<file path="config.mk">
export PLATFORM = sky130hd
export DESIGN_NAME = sram16_resp_flat
export DESIGN_NICKNAME = d
export VERILOG_FILES = /design/src/rtl/sram16_resp_if.sv /design/src/rtl/sram16_resp.sv /design/src/flat_wrapper.sv
export SDC_FILE = /design/constraint.sdc
export NUM_CORES = 1
export LEC_CHECK = 0
export CORE_UTILIZATION = 40
export DETAILED_ROUTE_END_ITERATION = 10
export PLACE_DENSITY_LB_ADDON = 0.2
export SETUP_SLACK_MARGIN = 0.05
export SLEW_MARGIN = 20
export SYNTH_ARGS = -nofsm -noshare
export SYNTH_HDL_FRONTEND = slang
export SYNTH_SLANG_ARGS = --single-unit
</file>
<file path="constraint.sdc">
create_clock -name clk -period 4.2 [get_ports clk]
set_input_delay 0.42 -clock clk [delete_from_list [all_inputs] [get_ports clk]]
set_output_delay 0.42 -clock clk [all_outputs]
set_load 0.05 [all_outputs]
</file>
<file path="src/rtl/sram16_resp_if.sv">
`default_nettype none
// ============================================================================
// Module      : sram16_resp_if
// Description : CPU data-port bus and 16-bit asynchronous SRAM pins served
//               by sram16_resp. master = CPU/board side, slave = responder.
// Revision    : 1.0 - initial release
// ============================================================================
interface sram16_resp_if #(
  parameter int ADDR_W = 18
);
  // CPU data port
  logic [23:0]       adr;
  logic              rd;
  logic              wr;
  logic              ben;
  logic [31:0]       outbus;
  logic [31:0]       inbus;
  logic              memwait;
  // SRAM pins
  logic [ADDR_W-1:0] sram_a;
  logic [15:0]       sram_d_o;
  logic [15:0]       sram_d_i;
  logic              sram_d_oe;
  logic              sram_ce_n;
  logic              sram_oe_n;
  logic              sram_we_n;
  logic              sram_ub_n;
  logic              sram_lb_n;

  modport master (
    output adr, rd, wr, ben, outbus, sram_d_i,
    input  inbus, memwait, sram_a, sram_d_o, sram_d_oe,
           sram_ce_n, sram_oe_n, sram_we_n, sram_ub_n, sram_lb_n
  );

  modport slave (
    input  adr, rd, wr, ben, outbus, sram_d_i,
    output inbus, memwait, sram_a, sram_d_o, sram_d_oe,
           sram_ce_n, sram_oe_n, sram_we_n, sram_ub_n, sram_lb_n
  );
endinterface
`default_nettype wire

</file>
<file path="src/rtl/sram16_resp.sv">
`default_nettype none
// ============================================================================
// Module      : sram16_resp
// Description : CPU data-port responder on a 16-bit asynchronous SRAM. Each
//               32-bit word is split into two halfword phases; bytes take one
//               phase. memwait freezes the CPU while the SRAM is busy.
// Revision    : 1.0 - initial release
// ============================================================================
module sram16_resp #(
  parameter int WAIT   = 1,
  parameter int ADDR_W = 18
) (
  input  logic         clk,
  input  logic         rst,
  sram16_resp_if.slave bus
);

  typedef enum logic [1:0] {
    S_IDLE = 2'd0,
    S_LO   = 2'd1,
    S_HI   = 2'd2,
    S_DONE = 2'd3
  } state_t;

  localparam logic [3:0] c_wait = 4'(WAIT);

  state_t            r_state;
  state_t            w_state_nx;
  logic [3:0]        r_cnt;
  logic [3:0]        w_cnt_nx;

  // Request latched at acceptance
  logic [ADDR_W:0]   r_adr;
  logic              r_ben;
  logic              r_wr;
  logic [31:0]       r_dat;
  logic [15:0]       r_lo;

  logic              w_req;
  logic              w_phase_end;
  logic [ADDR_W:0]   w_adr;
  logic              w_ben;
  logic              w_wr;
  logic [31:0]       w_dat;
  logic              w_active;
  logic              w_half;
  logic [ADDR_W-1:0] w_a_nx;
  logic [15:0]       w_d_nx;

  // Accept only outside the I/O region (top 64 bytes of the address space)
  assign w_req       = (bus.rd | bus.wr) && (bus.adr[23:6] != 18'h3FFFF);
  assign w_phase_end = (r_cnt == c_wait);

  // In IDLE the first phase is set up straight from the CPU inputs so that
  // the SRAM pins are registered ready for the first LO cycle.
  assign w_adr = (r_state == S_IDLE) ? bus.adr[ADDR_W:0]      : r_adr;
  assign w_ben = (r_state == S_IDLE) ? bus.ben                : r_ben;
  assign w_wr  = (r_state == S_IDLE) ? (bus.wr & ~bus.rd)     : r_wr;
  assign w_dat = (r_state == S_IDLE) ? bus.outbus             : r_dat;

  // Next state and phase counter
  always_comb begin
    w_state_nx = r_state;
    w_cnt_nx   = r_cnt;
    case (r_state)
      S_IDLE: begin
        if (w_req) begin
          w_state_nx = S_LO;
          w_cnt_nx   = 4'd0;
        end
      end
      S_LO: begin
        if (w_phase_end) begin
          w_state_nx = r_ben ? S_DONE : S_HI;
          w_cnt_nx   = 4'd0;
        end else begin
          w_cnt_nx   = r_cnt + 4'd1;
        end
      end
      S_HI: begin
        if (w_phase_end) begin
          w_state_nx = S_DONE;
          w_cnt_nx   = 4'd0;
        end else begin
          w_cnt_nx   = r_cnt + 4'd1;
        end
      end
      default: w_state_nx = S_IDLE;
    endcase
  end

  // Pin values for the coming cycle; bytes pick the halfword from adr[1]
  assign w_active = (w_state_nx == S_LO) || (w_state_nx == S_HI);
  assign w_half   = w_ben ? w_adr[1] : (w_state_nx == S_HI);
  assign w_a_nx   = {w_adr[ADDR_W:2], w_half};
  assign w_d_nx   = w_half ? w_dat[31:16] : w_dat[15:0];

  // State register
  always_ff @(posedge clk) begin
    if (rst) begin
      r_state <= S_IDLE;
      r_cnt   <= 4'd0;
    end else begin
      r_state <= w_state_nx;
      r_cnt   <= w_cnt_nx;
    end
  end

  // Request latch, registered SRAM strobes and load data capture
  always_ff @(posedge clk) begin
    if (rst) begin
      r_adr         <= '0;
      r_ben         <= 1'b0;
      r_wr          <= 1'b0;
      r_dat         <= 32'd0;
      r_lo          <= 16'd0;
      bus.inbus     <= 32'd0;
      bus.memwait   <= 1'b0;
      bus.sram_a    <= '0;
      bus.sram_d_o  <= 16'd0;
      bus.sram_d_oe <= 1'b0;
      bus.sram_ce_n <= 1'b1;
      bus.sram_oe_n <= 1'b1;
      bus.sram_we_n <= 1'b1;
      bus.sram_ub_n <= 1'b1;
      bus.sram_lb_n <= 1'b1;
    end else begin
      if (r_state == S_IDLE && w_req) begin
        r_adr <= w_adr;
        r_ben <= w_ben;
        r_wr  <= w_wr;
        r_dat <= w_dat;
      end
      bus.memwait   <= w_active;
      bus.sram_ce_n <= ~w_active;
      bus.sram_oe_n <= ~(w_active & ~w_wr);
      // First cycle of a write phase is address setup with we_n high
      bus.sram_we_n <= ~(w_active & w_wr & (w_cnt_nx != 4'd0));
      bus.sram_d_oe <= w_active & w_wr;
      bus.sram_ub_n <= ~w_active | (w_ben & ~w_adr[0]);
      bus.sram_lb_n <= ~w_active | (w_ben &  w_adr[0]);
      if (w_active) begin
        bus.sram_a <= w_a_nx;
      end
      if (w_active && w_wr) begin
        bus.sram_d_o <= w_d_nx;
      end
      // Read data is taken at the edge closing each read phase
      if (r_state == S_LO && w_phase_end && !r_wr) begin
        if (r_ben) begin
          bus.inbus <= {bus.sram_d_i, bus.sram_d_i};
        end else begin
          r_lo <= bus.sram_d_i;
        end
      end
      if (r_state == S_HI && w_phase_end && !r_wr) begin
        bus.inbus <= {bus.sram_d_i, r_lo};
      end
    end
  end

endmodule
`default_nettype wire

</file>
<file path="src/flat_wrapper.sv">
// flat-port wrapper written by rule: the top's interface ports become plain ports
module sram16_resp_flat 
#(
  parameter int WAIT   = 1,
  parameter int ADDR_W = 18
)
  (clk, rst, bus_adr, bus_rd, bus_wr, bus_ben, bus_outbus, bus_sram_d_i, bus_inbus, bus_memwait, bus_sram_a, bus_sram_d_o, bus_sram_d_oe, bus_sram_ce_n, bus_sram_oe_n, bus_sram_we_n, bus_sram_ub_n, bus_sram_lb_n);
  sram16_resp_if #(.ADDR_W(ADDR_W)) bus_i ();
  input  logic clk;
  input  logic rst;
  input wire logic [$bits(bus_i.adr)-1:0] bus_adr;
  input wire logic [$bits(bus_i.rd)-1:0] bus_rd;
  input wire logic [$bits(bus_i.wr)-1:0] bus_wr;
  input wire logic [$bits(bus_i.ben)-1:0] bus_ben;
  input wire logic [$bits(bus_i.outbus)-1:0] bus_outbus;
  input wire logic [$bits(bus_i.sram_d_i)-1:0] bus_sram_d_i;
  output wire logic [$bits(bus_i.inbus)-1:0] bus_inbus;
  output wire logic [$bits(bus_i.memwait)-1:0] bus_memwait;
  output wire logic [$bits(bus_i.sram_a)-1:0] bus_sram_a;
  output wire logic [$bits(bus_i.sram_d_o)-1:0] bus_sram_d_o;
  output wire logic [$bits(bus_i.sram_d_oe)-1:0] bus_sram_d_oe;
  output wire logic [$bits(bus_i.sram_ce_n)-1:0] bus_sram_ce_n;
  output wire logic [$bits(bus_i.sram_oe_n)-1:0] bus_sram_oe_n;
  output wire logic [$bits(bus_i.sram_we_n)-1:0] bus_sram_we_n;
  output wire logic [$bits(bus_i.sram_ub_n)-1:0] bus_sram_ub_n;
  output wire logic [$bits(bus_i.sram_lb_n)-1:0] bus_sram_lb_n;
  assign bus_i.adr = bus_adr;
  assign bus_i.rd = bus_rd;
  assign bus_i.wr = bus_wr;
  assign bus_i.ben = bus_ben;
  assign bus_i.outbus = bus_outbus;
  assign bus_i.sram_d_i = bus_sram_d_i;
  assign bus_inbus = bus_i.inbus;
  assign bus_memwait = bus_i.memwait;
  assign bus_sram_a = bus_i.sram_a;
  assign bus_sram_d_o = bus_i.sram_d_o;
  assign bus_sram_d_oe = bus_i.sram_d_oe;
  assign bus_sram_ce_n = bus_i.sram_ce_n;
  assign bus_sram_oe_n = bus_i.sram_oe_n;
  assign bus_sram_we_n = bus_i.sram_we_n;
  assign bus_sram_ub_n = bus_i.sram_ub_n;
  assign bus_sram_lb_n = bus_i.sram_lb_n;
  sram16_resp #(.WAIT(WAIT), .ADDR_W(ADDR_W)) u_core (.clk(clk), .rst(rst), .bus(bus_i));
endmodule
</file>
Word-level counts from Yosys, hierarchy flattened:

Cells that the tools add are included.

* register bits after elaboration: 148
* bits of input ports: 77
* output and inout port bits: 73

* $add $sub $neg: 1
* equality and inequality tests: 6
* muxes and demuxes: 17
* bitwise logic cells: 16
* reductions and logical operators: 16

Operators with widths (number)
* $mux 32: 4
* $mux 19: 1
* $ne 18x18->1 const B: 1
* $mux 16: 1
* $mux 4: 2
* $pmux 4 s2: 1
* $logic_and 1x1->1: 7
* $not 1->1: 7
* $and 1x1->1: 6
* $mux 2: 3
* $pmux 2 s3: 1
* $add 4x1->4 const B: 1
* $eq 2x1->1 const B: 2
* $eq 2x2->1 const B: 2
* $eq 4x1->1 const B: 1
* $mux 1: 4
* $reduce_and 2->1: 2
* $reduce_bool 2->1: 2
* $reduce_bool 4->1: 1
* $or 1x1->1: 3
* $logic_not 2->1: 1
* $reduce_or 2->1: 1
* $logic_not 1->1: 1
* $logic_or 1x1->1: 1

Logic depth before layout (Yosys ltp):

Gate-level depths: netlist of the first run.

* word-level depth: 9
* gate-level depth with buffers: 14
* gate-level depth less buffers: 12

Worst setup path before layout of the first run:

Ideal clock, no wire load.

* kind: reg2reg
* from: register u_core.r_cnt[0]
* to: register u_core.bus.sram_d_o[5]
* arrival time: 3.005 ns
* data required time: 4.083 ns
* slack: 1.078 ns
* cell stages (with the launch flop): 13
* clock period less this slack: 3.122 ns
* path through: dfxtp_1 ha_1 or3b_1 buf_6 a211oi_1 nor2b_1 ha_1 nor2b_1 a211oi_2 a21oi_4 buf_6 mux4_2 a22o_1

* longest elaborated chain between the ends: 6
* elaborated cells between the ends (all ways): 10
* those cells by class: eq/ne: 3; mux: 5; reduce/logical: 2

RTL lines
* start, declared: RTL line sram16_resp.sv:29 `logic [3:0] r_cnt;`
* start signal, assigned: RTL line sram16_resp.sv:105 `r_cnt <= w_cnt_nx;`
* $eq 4x1->1 *: RTL line sram16_resp.sv:52 `assign w_phase_end = (r_cnt == c_wait);`
* $mux 2 (on tied branches): RTL line sram16_resp.sv:81, sram16_resp.sv:73
* $pmux 2 s3 *: RTL line sram16_resp.sv:65 `case (r_state)`
* named net u_core.w_state_nx[1]: RTL line sram16_resp.sv:28 `state_t w_state_nx;`
* $eq 2x2->1 / $eq 2x1->1 (equally long branches): RTL line sram16_resp.sv:93, sram16_resp.sv:94
* $mux 1 / $logic_or 1x1->1 (equally long branches): RTL line sram16_resp.sv:94, sram16_resp.sv:93
* $mux 16 / $logic_and 1x1->1 (equally long branches): RTL line sram16_resp.sv:96, sram16_resp.sv:145
* end signal, assigned: RTL line sram16_resp.sv:146 `bus.sram_d_o <= w_d_nx;`
* end, declared: RTL line sram16_resp_if.sv:38 `output inbus, memwait, sram_a, sram_d_o, sram_d_oe,`

The timed path passes the listed nets; every way through them passes the cells marked *.
A chain may end at the register's enable or synchronous reset.

Worst setup path after layout of the first run:

* from: register u_core.r_state[1]
* to: register u_core.bus.sram_d_o[14]

* longest elaborated chain between the ends: 5
* elaborated cells between the ends (all ways): 17
* those cells by class: eq/ne: 4; mux: 10; reduce/logical: 3

RTL lines
* start, declared: RTL line sram16_resp.sv:27 `state_t r_state;`
* start signal, assigned: RTL line sram16_resp.sv:104 `r_state <= w_state_nx;`
* $eq 2x2->1 (tied with other cells): RTL line sram16_resp.sv:65
* $pmux 2 s3: RTL line sram16_resp.sv:65
* $eq 2x2->1 / $eq 2x1->1 (equally long branches): RTL line sram16_resp.sv:93, sram16_resp.sv:94
* $mux 1 / $logic_or 1x1->1 (equally long branches): RTL line sram16_resp.sv:94, sram16_resp.sv:93
* $mux 16 / $logic_and 1x1->1 (equally long branches): RTL line sram16_resp.sv:96, sram16_resp.sv:145

Several ways; a longest one is shown, not always the timed one.

==> summary.md, run 1 <==
| Metric | Value |
|---|---|
| Ys Warns | 0 |
| Critical path depth | 12 |
| Slowest stage delay, CP | around 0.52 ns |
| Power per standard cell area | between 400 and 500 mW/mm2 |
| Startpoint types | flip-flop |
| DRC Markers | 0 |
| Area Overhead vs Synth | 33.9% |
| CP max FO | 32 |
| Largest net degree at the start of global routing | between 70 and 80 |
| Hold WC Path Type | flip-flop to flip-flop |
| Top-level I/O count | 150 |
| Slew @ Worst Pin | around 0.86 ns |
| Vias in the first global route | ~5400 |
| IO Port Bufs | 149 |
| Minimum clock period | between 3 and 4 ns |
| Ys async rst share | 0% |
| Final core occ | 55.1% |
| Die width | around 130 um |
| Max-cap violations | 0 |
| Clock Skews | 0.00768 ns |
| DRT iter0 DRCs | 301 |
| Buf/Inv on CP | 3 |
| Wire length per cell | roughly 16 um |
| Worst r2r path cells | 12 |
| R2r setup slk | 0.63 ns |
| Synth unique cells | 48 |
| Static Leak | about 3.1 nW |
| Total grt overflow | 0 |
| Final cell count without fillers | 1041 |
| Post_cts resized | 0 |
| Crit-path cells | inv_1, ha_2, buf_4, o21ai_0, a41o_1, ha_1, nor2b_1, a211oi_2, a21oi_4, buf_4, mux4_2, a22o_1 |
| Most numerous cell in the Yosys netlist | nand2_1 |
| Synth area leaders | dfxtp_1 47%, nand2_1 11%, a21oi_1 7.8%, mux4_2 5.4%, nor2_1 3.7% |
| Chip height | 127 um |
| Core outline area | between 0.015 and 0.02 mm2 |
| RSZ-0062 raised after global routing | no |
| Post-synth top area share | a little under half |
| Critical path arrival | between 3 and 4 ns |
| Fmax | around 280 MHz |
| Peak supply drop | 0.000344 V |
| FP Rows | 45 |
| TritonCTS clock tree | done |
| Initial antenna violation count | 1 |
| Number of detailed-route iterations in the first pass | 5 |
| Reg clk slew, reported paths | approximately 0.06 ns |
| Gr busiest metal | met2 |
| Vias | about 5600 |
| # diodes | 0 |
| RePlAce Congestion | 0.796 |
| Post-route ant nets | 0 |
| Crit path capture type | flip-flop |
| # hold bufs at CTS | 0 |
| First-pass GRT wire length | about 26000 um |
| Post-route cell area | roughly 0.0084 mm2 |
| M3 GR Usage | 6.57% |
| Max H-tree Level | 4 |
| Worst skew pair latency | around 0.42 ns |
| Post-CTS Setup Bufs | 0 |
| Setup CP Type | flip-flop to flip-flop |
| Number of synthesized flops with an enable pin | 0 |
| Final setup fails | 0 |
| RR Startpoint | u_core.r_state[1] |
| Placed cells | slightly above 1000 |
| DR vias/cell | roughly 5.4 |
| Final hold viol count | 0 |
| Fin crit share | 85.1% |
| Syn Nets | 800 |
| Post-Route Setup TNS | 0 ns |
| Synthesized flop and latch total | about 150 |
| Post-synthesis instance total | 716 |
| Register area share after synthesis | a little under half |
| CP top delay family | compound AO/OA/AOI/OAI gates |
| Clock tree sinks | roughly 150 |
| Mapped Area | 0.00625 mm2 |
| Worst-path cell with the longest stage delay | buf_4 |
| Post-synth top cells | 182 x nand2_1, 148 x dfxtp_1, 97 x a21oi_1 |
| Total GRT Usage | 20.7% |
| DP Area | ~0.008 mm2 |
| Synth Area per Inst | about 8.7 um2 |
| Max-slew violations | 0 |
| Yosys top cell by area | dfxtp_1 |
| Post-DP HPWL | 10800 um |
| Clock root buffer | clkbuf_16 |
| Crit path to | u_core.bus.sram_d_o[14] |
| Share of cells above drive strength 1 | 10.1% |
| RR Endpoint | u_core.bus.sram_d_o[14] |
| Nets@finish | 925 |
| Rel. slew slack | ~42% |
| Met2 Use GR | a little over a third |
| Inserted Clock Buffers | 17 |
| Status | finished clean |
| Final wirelength | roughly 16000 um |
| Req. time, crit path | about 4.5 ns |
| Clock Path Buffers | 2 |
| CP Launch Point | u_core.r_state[1] |
| Full die area | about 0.016 mm2 |
| CP most frequent cell | buf_4 |
| Top FF cell, synth | dfxtp_1 |
| Starting Density | ~41% |
| Met1 Track Usage GR | 23.7% |
routing by layer:
layer  part of all wire (%)  routed length, um
met1                     43               6940
met4                    2.3                377
met2                     49               7960
met5                  0.061                 10
met3                    6.0                984
metrics by stage:
stage / hold WS, ns / worst slack [ns] / power [mW]
final: 0.453 / 0.627 / 4.03
after floorplan: 0.432 / 1.08 / 2.26
after global placement: 0.439 / 0.571 / 2.54
after detailed placement: 0.447 / 0.490 / 2.56
after global routing: 0.470 / 0.425 / 4.21
after CTS: 0.455 / 0.648 / 4.06
cells in the final DEF (no fill, tap or decap), drive strengths merged, types with 16 or more instances in the layout:
cell type | synthesis | final
mux2i | 21 | 21
mux4 | 16 | 16
clkdlybuf4s50 | 0 | 148
nor2 | 63 | 63
a22o | 16 | 16
nand3 | 21 | 21
a311oi | 17 | 17
clkbuf | 28 | 20
nand2 | 192 | 192
dfxtp | 148 | 148
a21oi | 108 | 108
report_power, final:
group	internal, mW	switching (mW)	total (mW)
Combinational	0.367	0.575	0.943
Clock	0.904	0.591	1.49
Sequential	1.52	0.0676	1.59
Total	2.79	1.23	4.03
registers in the layout, indices dropped and copies added, names as in the netlist:
name,count
u_core.r_ben,1
u_core.r_dat,32
u_core.bus.sram_ce_n,1
u_core.bus.sram_ub_n,1
u_core.bus.sram_a,18
u_core.bus.sram_d_oe,1
u_core.bus.sram_oe_n,1
u_core.r_state,2
u_core.bus.sram_d_o,16
u_core.r_wr,1
u_core.bus.memwait,1
u_core.bus.inbus,32
u_core.r_cnt,4
u_core.bus.sram_we_n,1
u_core.r_adr,19
u_core.r_lo,16
u_core.bus.sram_lb_n,1
logic make-up after synthesis:
logic type,count (synthesis),synth area share [%]
DFF,148,47.4
AOI/OAI and AO/OA,161,16.4
buffers and inverters,59,4.90
and+or+nand+nor,304,20.7
muxes,37,9.19
adders and majority gates,7,1.40
worst min-delay path by stage:
stage | from | to | slack [ns] | depth (start not counted)
6_report | u_core.r_adr[16] | u_core.r_adr[16] | 0.45 | 2
5_1_grt | u_core.r_adr[4] | u_core.r_adr[4] | 0.47 | 2
4_1_cts | u_core.r_lo[4] | u_core.r_lo[4] | 0.45 | 2
3_5_place_dp | u_core.r_dat[11] | u_core.r_dat[11] | 0.45 | 2
3_3_place_gp | u_core.r_dat[24] | u_core.r_dat[24] | 0.44 | 2
2_1_floorplan | u_core.r_dat[16] | u_core.r_dat[16] | 0.43 | 2
worst min-delay path, delay by kind of cell (launching register included):
kind,cells,cell delay [ns]
and+or+nand+nor,1,0.05
DFF,1,0.31
AOI/OAI and AO/OA,1,0.05
layout make-up:
type / instances / area (um2)
inverters: 5 / 18.8
clock buffers: 20 / 457
flip-flops and latches: 148 / 2960
fillers: 1370 / 6830
well taps: 188 / 235
repair buffers: 160 / 1570
clock inverters: 11 / 126
multi-input cells: 509 / 3000
(Power assumes the default switching activity.)
==> inputs of run 2 (changes only) <==
RECOVER_POWER = 100   (was unset)
==> summary.md, run 2 (same netlist as run 1, synthesis figures left out) <==
| Metric | Value |
|---|---|
| Status | complete, but fails checks |
| Failing checks | max-capacitance violations, max-slew violations |
| Startpoint types | flip-flop |
| Fin crit share | between 80 and 90% |
| RR Endpoint | u_core.bus.sram_d_o[14] |
| TritonCTS clock tree | done |
| # hold bufs at CTS | 0 |
| Largest net degree at the start of global routing | 75 |
| DRC Markers | 0 |
| Clock tree sinks | between 100 and 150 |
| Hold Path Origin | u_core.r_adr[16] |
| Static Leak | around 3.3 nW |
| Final hold viol count | 0 |
| Fmax | 274 MHz |
| Fill cells | around 1400 |
| RSZ-0062 raised after global routing | no |
| Post-DP HPWL | 10800 um |
| Vias | 5570 |
| Post-Route Setup TNS | 0 ns |
| Share of cells above drive strength 1 | about 8.6% |
| Initial antenna violation count | 1 |
| Max H-tree Level | 4 |
| CP max FO | 32 |
| Hold WC Path Type | flip-flop to flip-flop |
| Core outline area | ~0.015 mm2 |
| First-pass GRT wire length | 26200 um |
| Number of detailed-route iterations in the first pass | 5 |
| Crit path capture type | flip-flop |
| Critical path arrival | between 3 and 4 ns |
| Die width | approximately 130 um |
| Post-route ant nets | 0 |
| Peak supply drop | about 0.00034 V |
| Max-slew violations | 53 |
| Final wirelength | between 15000 and 20000 um |
| Commonest non-fill, non-tap cells in the layout | 182 x nand2_1, 148 x dfxtp_1, 104 x a21oi_1 |
| Power per standard cell area | a little under 500 mW/mm2 |
| Chip height | ~130 um |
| Vias in the first global route | approximately 5400 |
| Top flop regs | u_core.bus.inbus (32), u_core.r_dat (32), u_core.r_adr (19) |
| Worst r2r path cells | 12 |
| Total grt overflow | 0 |
| # diodes | 0 |
| DR vias/cell | between 5 and 6 |
| Minimum clock period | ~3.7 ns |
| Max-cap violations | 1 |
| IO Port Bufs | roughly 150 |
| Hold WS | about 0.45 ns |
| R2r setup slk | approximately 0.55 ns |
| Post-CTS Setup Bufs | 0 |
| Clock root buffer | clkbuf_16 |
| Reg clk slew, reported paths | around 0.060 ns |
| RR Startpoint | u_core.r_state[1] |
| DRT iter0 DRCs | 304 |
| Hold worst-path end | u_core.r_adr[16] |
| Hold Path Stages | 2 |
| Clock Path Buffers | 2 |
| Full die area | between 0.015 and 0.02 mm2 |
| Wire length per cell | between 15 and 20 um |
| Nets@finish | between 900 and 1000 |
| CP Launch Point | u_core.r_state[1] |
| Area Overhead vs Synth | 32.9% |
| Commonest non-fill, non-tap cell in the layout | nand2_1 |
| Starting Density | between 40% and 50% |
| Clock Skews | just under 0.008 ns |
| Total GRT Usage | roughly a fifth |
| FP Rows | 45 |
| Post_cts resized | 0 |
| Rel. slew slack | -61.1% |
| Slew @ Worst Pin | 2.42 ns |
| Inserted Clock Buffers | 17 |
| Setup CP Type | flip-flop to flip-flop |
| Worst skew pair latency | about 0.42 ns |
| RePlAce Congestion | ~0.80 |
| Final setup fails | 0 |
| Req. time, crit path | ~4.5 ns |
| Top-level I/O count | 150 |
-- run 2: how the worst max path moves through the flow --
stage,to,slack [ns],depth (start not counted)
final,u_core.bus.sram_d_o[14],0.55,12
after global routing,u_core.r_dat[29],0.30,7
after CTS,u_core.bus.sram_d_o[14],0.65,12
after detailed placement,u_core.bus.sram_d_o[14],0.49,13
after global placement,u_core.bus.sram_d_o[14],0.57,13
after floorplan,u_core.bus.sram_d_o[5],1.08,12
-- run 2: report_power, final --
group / internal [mW] / switching, mW / total (mW)
logic: 0.343 / 0.572 / 0.915
registers: 1.52 / 0.0633 / 1.58
clock network: 0.904 / 0.595 / 1.50
-- run 2: layout make-up --
cell class                 instances  area [um2]  area share [%]
multi-input combinational        509        2950            35.5
tap                              188         235            2.83
clock inverter                    11         126            1.52
clock buffer                      20         457            5.50
timing repair buffer             160        1560            18.8
inverter                           5        18.8           0.226
sequential                       148        2960            35.7
-- run 2: worst max-delay path, cell delays in order, from the launching register on --
cell and delay (ns):
dfxtp_1 0.35, inv_1 0.11, ha_2 0.46, buf_4 0.53, o21ai_0 0.18, a41o_1 0.28, ha_1 0.21, nor2b_1 0.13
a211oi_1 0.32, a21oi_4 0.04, buf_4 0.26, mux4_2 0.45, a22o_1 0.23
-- run 2: per-layer routing --
layer	part of all wire, %	global-route usage, %	wire length [um]	up-vias
met3	6.3	6.57	1030	30
li1	-	-	-	2713
met2	49	35.6	7950	148
met5	0.061	0	10	-
met1	43	23.7	6940	2677
met4	2.3	8.54	372	2
-- run 2: per-stage QoR --
| step | setup WS, ns | utilization, % | area [um2] | power (mW) | cells |
|---|---|---|---|---|---|
| 3_5_place_dp | 0.490 | 51.2 | 7790 | 2.56 | 1010 |
| 4_1_cts | 0.648 | 55.1 | 8370 | 4.06 | 1041 |
| 6_report | 0.548 | 54.6 | 8310 | 4.00 | 1041 |
| 3_3_place_gp | 0.571 | 51.2 | 7790 | 2.54 | 1010 |
| 2_1_floorplan | 1.08 | - | 6250 | 2.26 | 716 |
| 5_1_grt | 0.300 | 54.6 | 8310 | 4.17 | 1041 |
==> inputs of run 3 (changes only) <==
CELL_PAD_IN_SITES_DETAIL_PLACEMENT = 1   (was unset)
CELL_PAD_IN_SITES_GLOBAL_PLACEMENT = 2   (was unset)
CORE_UTILIZATION = 26   (was 40)
clock period = 3.15 ns   (was 4.2 ns; I/O delays follow)
==> summary.md, run 3 (same netlist as run 1, synthesis figures left out) <==
| Metric | Value |
|---|---|
| Area Overhead vs Synth | 40.2% |
| Final core occ | a little under two fifths |
| Top-level I/O count | 150 |
| Slew @ Worst Pin | around 1.2 ns |
| Peak supply drop | about 0.00025 V |
| R2r setup slk | approximately 0.14 ns |
| Clock power share | ~37% |
| Max H-tree Level | 4 |
| TritonCTS clock tree | done |
| RePlAce Congestion | 0.801 |
| Largest net degree at the start of global routing | between 50 and 60 |
| Hold Path Stages | 2 |
| Share of cells above drive strength 1 | between 10% and 20% |
| Comb power frac | 24.5% |
| RR Startpoint | u_core.r_cnt[1] |
| Top flop regs | u_core.bus.inbus (32), u_core.r_dat (32), u_core.r_adr (19) |
| Post-route ant nets | 0 |
| Rel. slew slack | between 10% and 20% |
| FP Rows | between 50 and 60 |
| Nets@finish | 954 |
| Minimum clock period | about 3.0 ns |
| Total grt overflow | 0 |
| Sw Ratio | about a third |
| # hold bufs at CTS | 0 |
| Placed cells | 1166 |
| Reg clk slew, reported paths | about 0.070 ns |
| Core outline area | 0.0235 mm2 |
| RSZ-0062 raised after global routing | yes |
| Status | finished clean |
| Req. time, crit path | ~3.5 ns |
| Initial antenna violation count | 0 |
| Power per standard cell area | 626 mW/mm2 |
| CP max FO | 6 |
| IO Port Bufs | between 100 and 150 |
| Total GRT Usage | between 10% and 20% |
| Post-DP HPWL | between 10000 and 15000 um |
| Final hold viol count | 0 |
| Hold Path Origin | rst |
| Inserted Clock Buffers | 17 |
| First-pass GRT wire length | 31600 um |
| Starting Density | 26.6% |
| Full die area | ~0.025 mm2 |
| Final cell count without fillers | between 1000 and 1500 |
| Vias in the first global route | approximately 6200 |
| Critical path arrival | 3.33 ns |
| Setup CP Type | flip-flop to flip-flop |
| Hold worst-path end | u_core.r_cnt[2] |
| Clock tree sinks | roughly 150 |
| Clock root buffer | clkbuf_16 |
| Final setup fails | 0 |
| Max-slew violations | 0 |
| Fin crit share | a little over nine tenths |
| Fmax | around 330 MHz |
| DR vias/cell | between 4 and 5 |
| Commonest non-fill, non-tap cell in the layout | nand2_1 |
| Clock Skews | 0.0104 ns |
| Clock Path Buffers | 2 |
| RR Endpoint | u_core.bus.sram_d_o[14] |
| Max-cap violations | 0 |
| DRT iter0 DRCs | between 150 and 200 |
| Startpoint types | flip-flop |
| Wire length per cell | around 16 um |
| Commonest non-fill, non-tap cells in the layout | 182 x nand2_1, 146 x dfxtp_1, 103 x a21oi_1 |
| Internal | ~3.7 mW |
| # diodes | 0 |
| DRC Markers | 0 |
| Crit path capture type | flip-flop |
| Die width | ~160 um |
| Hold WC Path Type | input pin to flip-flop |
| Worst skew pair latency | approximately 0.43 ns |
| Static Leak | roughly 3.5 nW |
| Chip height | 157 um |
| Number of detailed-route iterations in the first pass | 4 |
| Switching power | 1.80 mW |
| Worst r2r path cells | 13 |
| Post-Route Setup TNS | 0 ns |
| Vias | roughly 5700 |
| Sequential share of power | between 30% and 40% |
| Final wirelength | 19800 um |
run 3: repair_timing:
| action | in CTS | in global routing |
|---|---|---|
| gates resized for setup | 0 | 16 |
| endpoints found under the setup margin | 0 | 16 |
| setup buffers | 0 | 3 |
run 3: critical path, stage by stage (launching register included):
cell and delay (ns):
dfxtp_1 0.32, inv_2 0.07, ha_4 0.14, or3b_4 0.40, mux2i_1 0.17, nand2_1 0.08, a41o_1 0.22, ha_2 0.19
nor2b_4 0.12, a211oi_2 0.27, a21oi_4 0.10, buf_12 0.21, mux4_2 0.41, a22o_1 0.21
run 3: worst max-delay path by stage:
stage,from,end,slack [ns],cells past startpoint
6_report,u_core.r_cnt[1],u_core.bus.sram_d_o[14],0.14,13
5_1_grt,u_core.r_cnt[1],u_core.bus.sram_d_o[3],-0.02,12
4_1_cts,u_core.r_cnt[1],u_core.bus.sram_d_o[14],0.06,13
3_5_place_dp,bus_adr[8],u_core.bus.sram_d_o[0],-0.27,14
3_3_place_gp,bus_adr[17],u_core.bus.sram_d_o[0],-0.14,14
2_1_floorplan,u_core.r_cnt[0],u_core.bus.sram_d_o[5],0.09,12
run 3: metrics by stage:
step	setup slack [ns]	hold slack, ns	instance area (um2)	total power [mW]
after floorplan	0.0943	0.425	6250	3.01
after global placement	-0.139	0.439	8160	3.48
after detailed placement	-0.273	0.449	8160	3.51
after CTS	0.0593	0.252	8750	5.58
after global routing	-0.0156	0.284	8770	5.77
final	0.142	0.265	8770	5.49
run 3: area by class of cell:
class | instances | area [um2]
clock buffers | 18 | 439
clock inverters | 14 | 144
fillers | 2760 | 14800
inverters | 5 | 18.8
multi-input cells | 509 | 2990
flip-flops and latches | 148 | 2970
well taps | 319 | 399
repair buffers | 189 | 1810
run 3: routing by layer:
metal  track usage (%)  up-vias  share of wire [%]
li1                  -     2768                  -
met3              3.91       24                4.5
met4              5.13        0                1.4
met5                 0        -                  0
met1              19.5     2811                 44
met2              29.5      112                 51
run 3: power by group through the flow:
stage	clock network [mW]	registers [mW]	logic (mW)
finish	2.04	2.11	1.34
global route	2.18	2.13	1.46
CTS	2.10	2.11	1.36
detailed placement	0	2.16	1.36
global placement	0	2.15	1.33
floorplan	0	2.40	0.613
